`src/rtl/reg_dump_pkg.sv`:
```
// Shared types and sizing helpers for the register dump scanner.
// The optional checksum trailer is enabled with REG_DUMP_CHECKSUM_EN.
package reg_dump_pkg;

  typedef enum logic [1:0] {
    IDLE  = 2'd0,
    FETCH = 2'd1,
    SEND  = 2'd2,
    CSUM  = 2'd3
  } dumpState_t;

  localparam int DEFAULT_NUM_REGS = 32;
  localparam int DEFAULT_ADDR_W   = 5;
  localparam int DEFAULT_DATA_W   = 32;

  function automatic int bytesPerReg(input int dataW);
    return dataW / 8;
  endfunction

  // One address byte followed by the data bytes of a register.
  function automatic int recordLen(input int dataW);
    return 1 + bytesPerReg(dataW);
  endfunction

  localparam int DEFAULT_RECORD_LEN = recordLen(DEFAULT_DATA_W);

endpackage

```
`src/rtl/reg_dump_ser.sv`:
```
// Record serializer: latches one register word and presents its address byte
// followed by the data bytes, MSB first, advancing on each accepted byte.
module reg_dump_ser
  import reg_dump_pkg::*;
#(
  parameter int DATA_W = DEFAULT_DATA_W,
  parameter int ADDR_W = DEFAULT_ADDR_W
) (
  input  logic              clock,
  input  logic              reset,
  input  logic              load,
  input  logic              sendEn,
  input  logic              outReady,
  input  logic [DATA_W-1:0] dataIn,
  input  logic [ADDR_W-1:0] addr,
  output logic [7:0]        byteData,
  output logic              fire,
  output logic              lastByte
);

  localparam int BPR   = bytesPerReg(DATA_W);
  localparam int IDX_W = $clog2(BPR + 1);

  logic [DATA_W-1:0] dataReg;
  logic [IDX_W-1:0]  byteIdx;

  assign fire     = sendEn & outReady;
  assign lastByte = (byteIdx == IDX_W'(BPR));

  // NOTE: state registers use non-blocking assignments so every flop samples
  // pre-edge values regardless of the order the simulator evaluates blocks.
  always_ff @(posedge clock or posedge reset) begin
    if (reset) begin
      dataReg <= '0;
      byteIdx <= '0;
    end else if (load) begin
      dataReg <= dataIn;
      byteIdx <= '0;
    end else if (fire) begin
      byteIdx <= byteIdx + 1'b1;
    end
  end

  // Index 0 is the zero-extended address; index k+1 is data byte k from the top.
  always_comb begin
    byteData = '0;
    if (byteIdx == '0) begin
      byteData = 8'(addr);
    end else begin
      for (int k = 0; k < BPR; k++) begin
        if (byteIdx == IDX_W'(k + 1)) byteData = dataReg[DATA_W-1-8*k -: 8];
      end
    end
  end

endmodule

```
`src/rtl/reg_dump_scanner.sv`:
```
// Sweeps the register file debug port and streams each register as a byte
// record. Define REG_DUMP_CHECKSUM_EN to append a modulo-256 checksum byte.
module reg_dump_scanner
  import reg_dump_pkg::*;
#(
  parameter int NUM_REGS = DEFAULT_NUM_REGS,
  parameter int ADDR_W   = DEFAULT_ADDR_W,
  parameter int DATA_W   = DEFAULT_DATA_W
) (
  input  logic              clock,
  input  logic              reset,
  input  logic              start,
  output logic              busy,
  output logic              done,
  output logic [ADDR_W-1:0] debug_addr,
  input  logic [DATA_W-1:0] debug_data,
  output logic              out_valid,
  input  logic              out_ready,
  output logic [7:0]        out_data,
  output logic              out_last
);

  localparam logic [ADDR_W-1:0] LAST_ADDR = ADDR_W'(NUM_REGS - 1);

  dumpState_t        state, nextState;
  logic [ADDR_W-1:0] addr;
  logic              doneNext;
  logic              loadData;
  logic              sendEn;
  logic              serFire;
  logic              serLastByte;
  logic [7:0]        serByte;
  logic              recordDone;
  logic              startAccepted;

  assign recordDone    = serFire & serLastByte;
  assign startAccepted = (state == IDLE) & start;

  reg_dump_ser #(
    .DATA_W (DATA_W),
    .ADDR_W (ADDR_W)
  ) u_ser (
    .clock    (clock),
    .reset    (reset),
    .load     (loadData),
    .sendEn   (sendEn),
    .outReady (out_ready),
    .dataIn   (debug_data),
    .addr     (addr),
    .byteData (serByte),
    .fire     (serFire),
    .lastByte (serLastByte)
  );

  always_ff @(posedge clock or posedge reset) begin
    if (reset) begin
      state <= IDLE;
      done  <= 1'b0;
      addr  <= '0;
    end else begin
      state <= nextState;
      done  <= doneNext;
      if (startAccepted) begin
        addr <= '0;
      end else if (recordDone && addr != LAST_ADDR) begin
        addr <= addr + 1'b1;
      end
    end
  end

  // NOTE: every signal driven here gets a default first, so no path through
  // the case statement can leave one unassigned and infer a latch.
  always_comb begin
    nextState = state;
    doneNext  = 1'b0;
    loadData  = 1'b0;
    sendEn    = 1'b0;
    case (state)
      IDLE: begin
        if (start) nextState = FETCH;
      end
      FETCH: begin
        loadData  = 1'b1;
        nextState = SEND;
      end
      SEND: begin
        sendEn = 1'b1;
        if (recordDone) begin
          if (addr != LAST_ADDR) begin
            nextState = FETCH;
          end else begin
`ifdef REG_DUMP_CHECKSUM_EN
            nextState = CSUM;
`else
            nextState = IDLE;
            doneNext  = 1'b1;
`endif
          end
        end
      end
`ifdef REG_DUMP_CHECKSUM_EN
      CSUM: begin
        if (out_ready) begin
          nextState = IDLE;
          doneNext  = 1'b1;
        end
      end
`endif
      default: nextState = IDLE;
    endcase
  end

  assign busy       = (state != IDLE);
  assign debug_addr = addr;

`ifdef REG_DUMP_CHECKSUM_EN
  logic [7:0] csum;

  always_ff @(posedge clock or posedge reset) begin
    if (reset) begin
      csum <= '0;
    end else if (startAccepted) begin
      csum <= '0;
    end else if (serFire) begin
      csum <= csum + serByte;
    end
  end

  assign out_valid = (state == SEND) || (state == CSUM);
  assign out_last  = (state == CSUM);

  always_comb begin
    out_data = '0;
    if (state == SEND) out_data = serByte;
    else if (state == CSUM) out_data = csum;
  end
`else
  assign out_valid = (state == SEND);
  assign out_last  = (state == SEND) && serLastByte && (addr == LAST_ADDR);
  assign out_data  = (state == SEND) ? serByte : 8'h00;
`endif

endmodule

```
`config.mk`:
```
export PLATFORM = sky130hd
export DESIGN_NAME = reg_dump_scanner
export DESIGN_NICKNAME = d
export VERILOG_FILES = /design/src/rtl/reg_dump_pkg.sv /design/src/rtl/reg_dump_ser.sv /design/src/rtl/reg_dump_scanner.sv
export SDC_FILE = /design/constraint.sdc
export NUM_CORES = 1
export LEC_CHECK = 0
export BUFFER_PORTS_ARGS = -buffer_cell sky130_fd_sc_hd__buf_2
export CELL_PAD_IN_SITES_DETAIL_PLACEMENT = 0
export CELL_PAD_IN_SITES_GLOBAL_PLACEMENT = 2
export CORE_ASPECT_RATIO = 0.6
export CORE_MARGIN = 2
export CORE_UTILIZATION = 35
export CTS_BUF_LIST = sky130_fd_sc_hd__clkbuf_8
export DETAILED_ROUTE_END_ITERATION = 6
export PLACE_DENSITY = 0.89
export SETUP_SLACK_MARGIN = 0.4
export SLEW_MARGIN = 0
export SYNTH_ARGS = -nofsm -noshare
export SYNTH_HDL_FRONTEND = slang
export SYNTH_HIERARCHICAL = 1
export SYNTH_SLANG_ARGS = --single-unit
export TNS_END_PERCENT = 50
```
`constraint.sdc`:
```
create_clock -name clock -period 2.3 [get_ports clock]
set_clock_uncertainty 0.15 [all_clocks]
set_input_delay 0.115 -clock clock [delete_from_list [all_inputs] [get_ports clock]]
set_output_delay 0.115 -clock clock [all_outputs]
set_load 0.1 [all_outputs]
```
==> insert_results.sql <==
INSERT INTO impl_metrics (metric_group, metric, value, unit) VALUES
('logic_synthesis', 'syn_avg_cell_area', '11.5', 'µm²'),
('logic_synthesis', 'synthesis.nets', '238', ''),
('logic_synthesis', 'post-synth-top-area-fraction', '0.481', ''),
('place', 'dpl.cell_count', '325', ''),
('drt', 'drt_pre_antenna_iters', '4', ''),
('setup_path', 'timing.critical_path.required', '2.04', 'ns'),
('drt', 'route.detailed.drc', '0', ''),
('logic_synthesis', 'synth_edf_count', '0', ''),
('floorplan', 'floorplan.rows', '22', ''),
('sta', 'max_clock_freq', '0.432', 'GHz'),
('clock_network', 'total_cts_buffers', '5', ''),
('grt', 'grt_overflow', '0', ''),
('finish', 'multi_input_comb_area', '1200', 'µm²'),
('finish', 'layout_common_cells', '42 x buf_2, 38 x dfrtp_1, 34 x dlygate4sd3_1, 32 x mux2_2, 18 x nand2_1', ''),
('logic_synthesis', 'post_synthesis_cells', '194', ''),
('drt', 'finalWirelength', '5430', 'µm'),
('finish', 'layout.area.seq', '1090', 'µm²'),
('finish', 'finish.instance_area', '3330', 'µm²'),
('worst_hold_path', 'min_path_type', 'primary input to flip-flop', ''),
('finish', 'fin_nets', '328', ''),
('clock_network', 'cts_tree', 'yes', ''),
('clock_network', 'clock_sink_count', '43', ''),
('setup_path', 'worst_setup_path_start_kind', 'flip-flop', ''),
('place', 'place_congestion', '0.772', ''),
('setup_path', 'timing.setup.critical_path_class', 'flip-flop to output port', ''),
('power', 'netSwitchingPower', '1.83', 'mW'),
('drt', 'postRouteAntennaNets', '0', ''),
('setup_path', 'timing.critical_path.arrival', '2.05', 'ns'),
('floorplan', 'pin_count', '53', ''),
('setup_path', 'timing.critical_path.slowest_stage_cell', 'dfrtp_1', ''),
('grt', 'grt_first_pass_wirelength', '9150', 'µm'),
('sta', 'layout_worst_path_cycle_share', '1.01', ''),
('power', 'vdd_ir_drop_max', '0.653', 'mV'),
('drt', 'wl_per_cell', '14.7', 'µm'),
('floorplan', 'die_area', '7060', 'µm²'),
('job', 'drv.max_cap_violation_count', '0', ''),
('logic_synthesis', 'synth.ff_latch_count', '43', ''),
('power', 'static-leakage-power', '1.51', 'nW'),
('grt', 'number_of_antenna_violations_at_the_first_check_in_global_routing', '0', ''),
('sta', 'timing.final.ws_setup', '-0.0163', 'ns'),
('power', 'seq_power_share', '0.309', ''),
('clock_network', 'ctsHtreeMaxLevel', '2', ''),
('clock_network', 'clkTransAtPathRegs', '0.08', 'ns'),
('logic_synthesis', 'ys_dominant_reg_cell', 'dfrtp_1', ''),
('logic_synthesis', 'postSynth.asyncResetShare', '1.00', ''),
('floorplan', 'floorplan.initialDensity', '0.364', ''),
('clock_network', 'clock_path_buffers', '2', ''),
('sta', 'hold_slack_final', '0.0341', 'ns'),
('sta', 'report.final.slew_viol_count', '0', ''),
('place', 'placed_area', '2800', 'µm²'),
('logic_synthesis', 'count_of_unique_library_cells_instantiated_by_yosys', '36', ''),
('floorplan', 'die_w', '107', 'µm'),
('grt', 'track_usage', '0.170', ''),
('drt', 'drt-vias-per-instance', '4.67', ''),
('finish', 'final_util', '0.542', ''),
('drt', 'drt_iter0_markers', '104', ''),
('finish', 'post_route_cells_drive_above_1_share', '0.488', ''),
('power', 'portion_of_total_power_attributed_to_combinational_logic', '0.558', ''),
('finish', 'final-instance-count-excl-fill', '369', ''),
('grt', 'grt_max_degree', '37', ''),
('setup_path', 'timing.critical_path.cells', 'ha_2 -> ha_4 -> nor2b_4 -> buf_6 -> a22o_1 -> o22a_1 -> and2_4 -> buf_12', ''),
('clock_network', 'cts-root-buf', 'clkbuf_8', ''),
('finish', 'area_overhead_vs_synth', '48.7', '%'),
('outcome', 'status', 'complete, but fails checks', ''),
('power', 'p_clk_frac', '0.134', ''),
('place', 'post-dp-hpwl', '3700', 'µm'),
('setup_path', 'max_stage_delay', '0.41', 'ns'),
('floorplan', 'dieHeight', '65.9', 'µm'),
('outcome', 'violations', 'negative setup slack', ''),
('logic_synthesis', 'synth.cell_area', '2240', 'µm²'),
('sta', 'finalSetupViolations', '1', '');
==> repair_timing <==
item                                   CTS  global route
gates resized for setup                  7             6
buffers inserted                         1             0
hold buffers                            34             0
setup endpoints to repair               10            10
endpoints found under the hold margin   76             0
pin swaps                                7             8
gates cloned                             1             0
==> synthesized netlist by cell type (4+ instances only) <==
master and instances:
a21o_1 5, a21oi_1 10, a22oi_1 4, and2_1 8, buf_2 5, buf_6 4
dfrtp_1 43, ha_1 8, inv_1 8, mux2_2 32, nand2_1 18, nor2_1 7
nor2b_1 4, o21ai_0 5
==> metal layers <==
layer  global-route usage  wire (µm)  vias up  share of wire
li1                     -          -      861              -
met1                0.259       2950      819           0.54
met2                0.240       2210       42           0.41
met3               0.0453        250        2          0.046
met4               0.0292         15        0         0.0028
met5                    0          0        -              0
==> cells by family (layout without fill, tap and decap cells) <==
kind of cell,count (synthesis),in the layout,synth area share
adders and majority gates,8,8,0.0448
muxes,34,34,0.170
AOI/OAI and AO/OA,36,36,0.118
buffers and inverters,18,108,0.0464
xor gates and xnor gates,3,3,0.0118
DFF,43,43,0.481
and+or+nand+nor,52,53,0.128
==> power by group through the flow <==
stage	Combinational, mW	Sequential, mW	Clock, mW
4_1_cts	2.39	1.33	0.589
2_1_floorplan	1.71	1.34	0
6_report	2.40	1.33	0.577
3_3_place_gp	2.22	1.35	0
3_5_place_dp	2.24	1.35	0
5_1_grt	2.57	1.37	0.631
==> worst max-delay path: cells and delay by family, from the launching register on <==
| family | cells | cell delay, ns |
|---|---|---|
| buffers and inverters | 2 | 0.29 |
| flip-flops | 1 | 0.41 |
| AND/OR/NAND/NOR | 2 | 0.27 |
| AO/OA/AOI/OAI | 2 | 0.40 |
| adder cells (fa/ha/maj) | 2 | 0.38 |
==> sequential cells by signal, indices dropped and copies added (netlist names) <==
name,flops
u_ser/byteIdx,3
debug_addr,5
state,2
done,1
u_ser/dataReg,32
==> layout make-up <==
cell class | instances | area share
tap | 84 | 0.0316
clock inverter | 3 | 0.0113
sequential | 43 | 0.327
clock buffer | 5 | 0.0207
multi-input combinational | 134 | 0.360
timing repair buffer | 92 | 0.240
inverter | 8 | 0.00903
==> metrics by stage <==
step | total power [mW] | setup WS [ns] | setup TNS [ns]
after floorplan | 3.05 | 0.295 | 0
after global placement | 3.57 | 0.286 | 0
after detailed placement | 3.59 | 0.232 | 0
after CTS | 4.31 | -0.0243 | -0.0390
after global routing | 4.58 | -0.116 | -0.524
final | 4.31 | -0.0163 | -0.0163
==> final timing paths <==
kind | startpoint | to | slack (ns) | cells after the start
setup / recovery | u_ser/byteIdx[1] | out_data[2] | -0.02 | 8
hold / removal | start | state[0] | 0.03 | 4
setup reg to reg | debug_addr[0] | debug_addr[3] | 0.34 | 6
hold reg to reg | u_ser/dataReg[5] | u_ser/dataReg[5] | 0.36 | 1
max in group asynchronous | reset | u_ser/dataReg[12] | 1.35 | 4
min in group asynchronous | reset | debug_addr[1] | 0.17 | 3
Note: power is estimated with default switching activity, not from simulation.
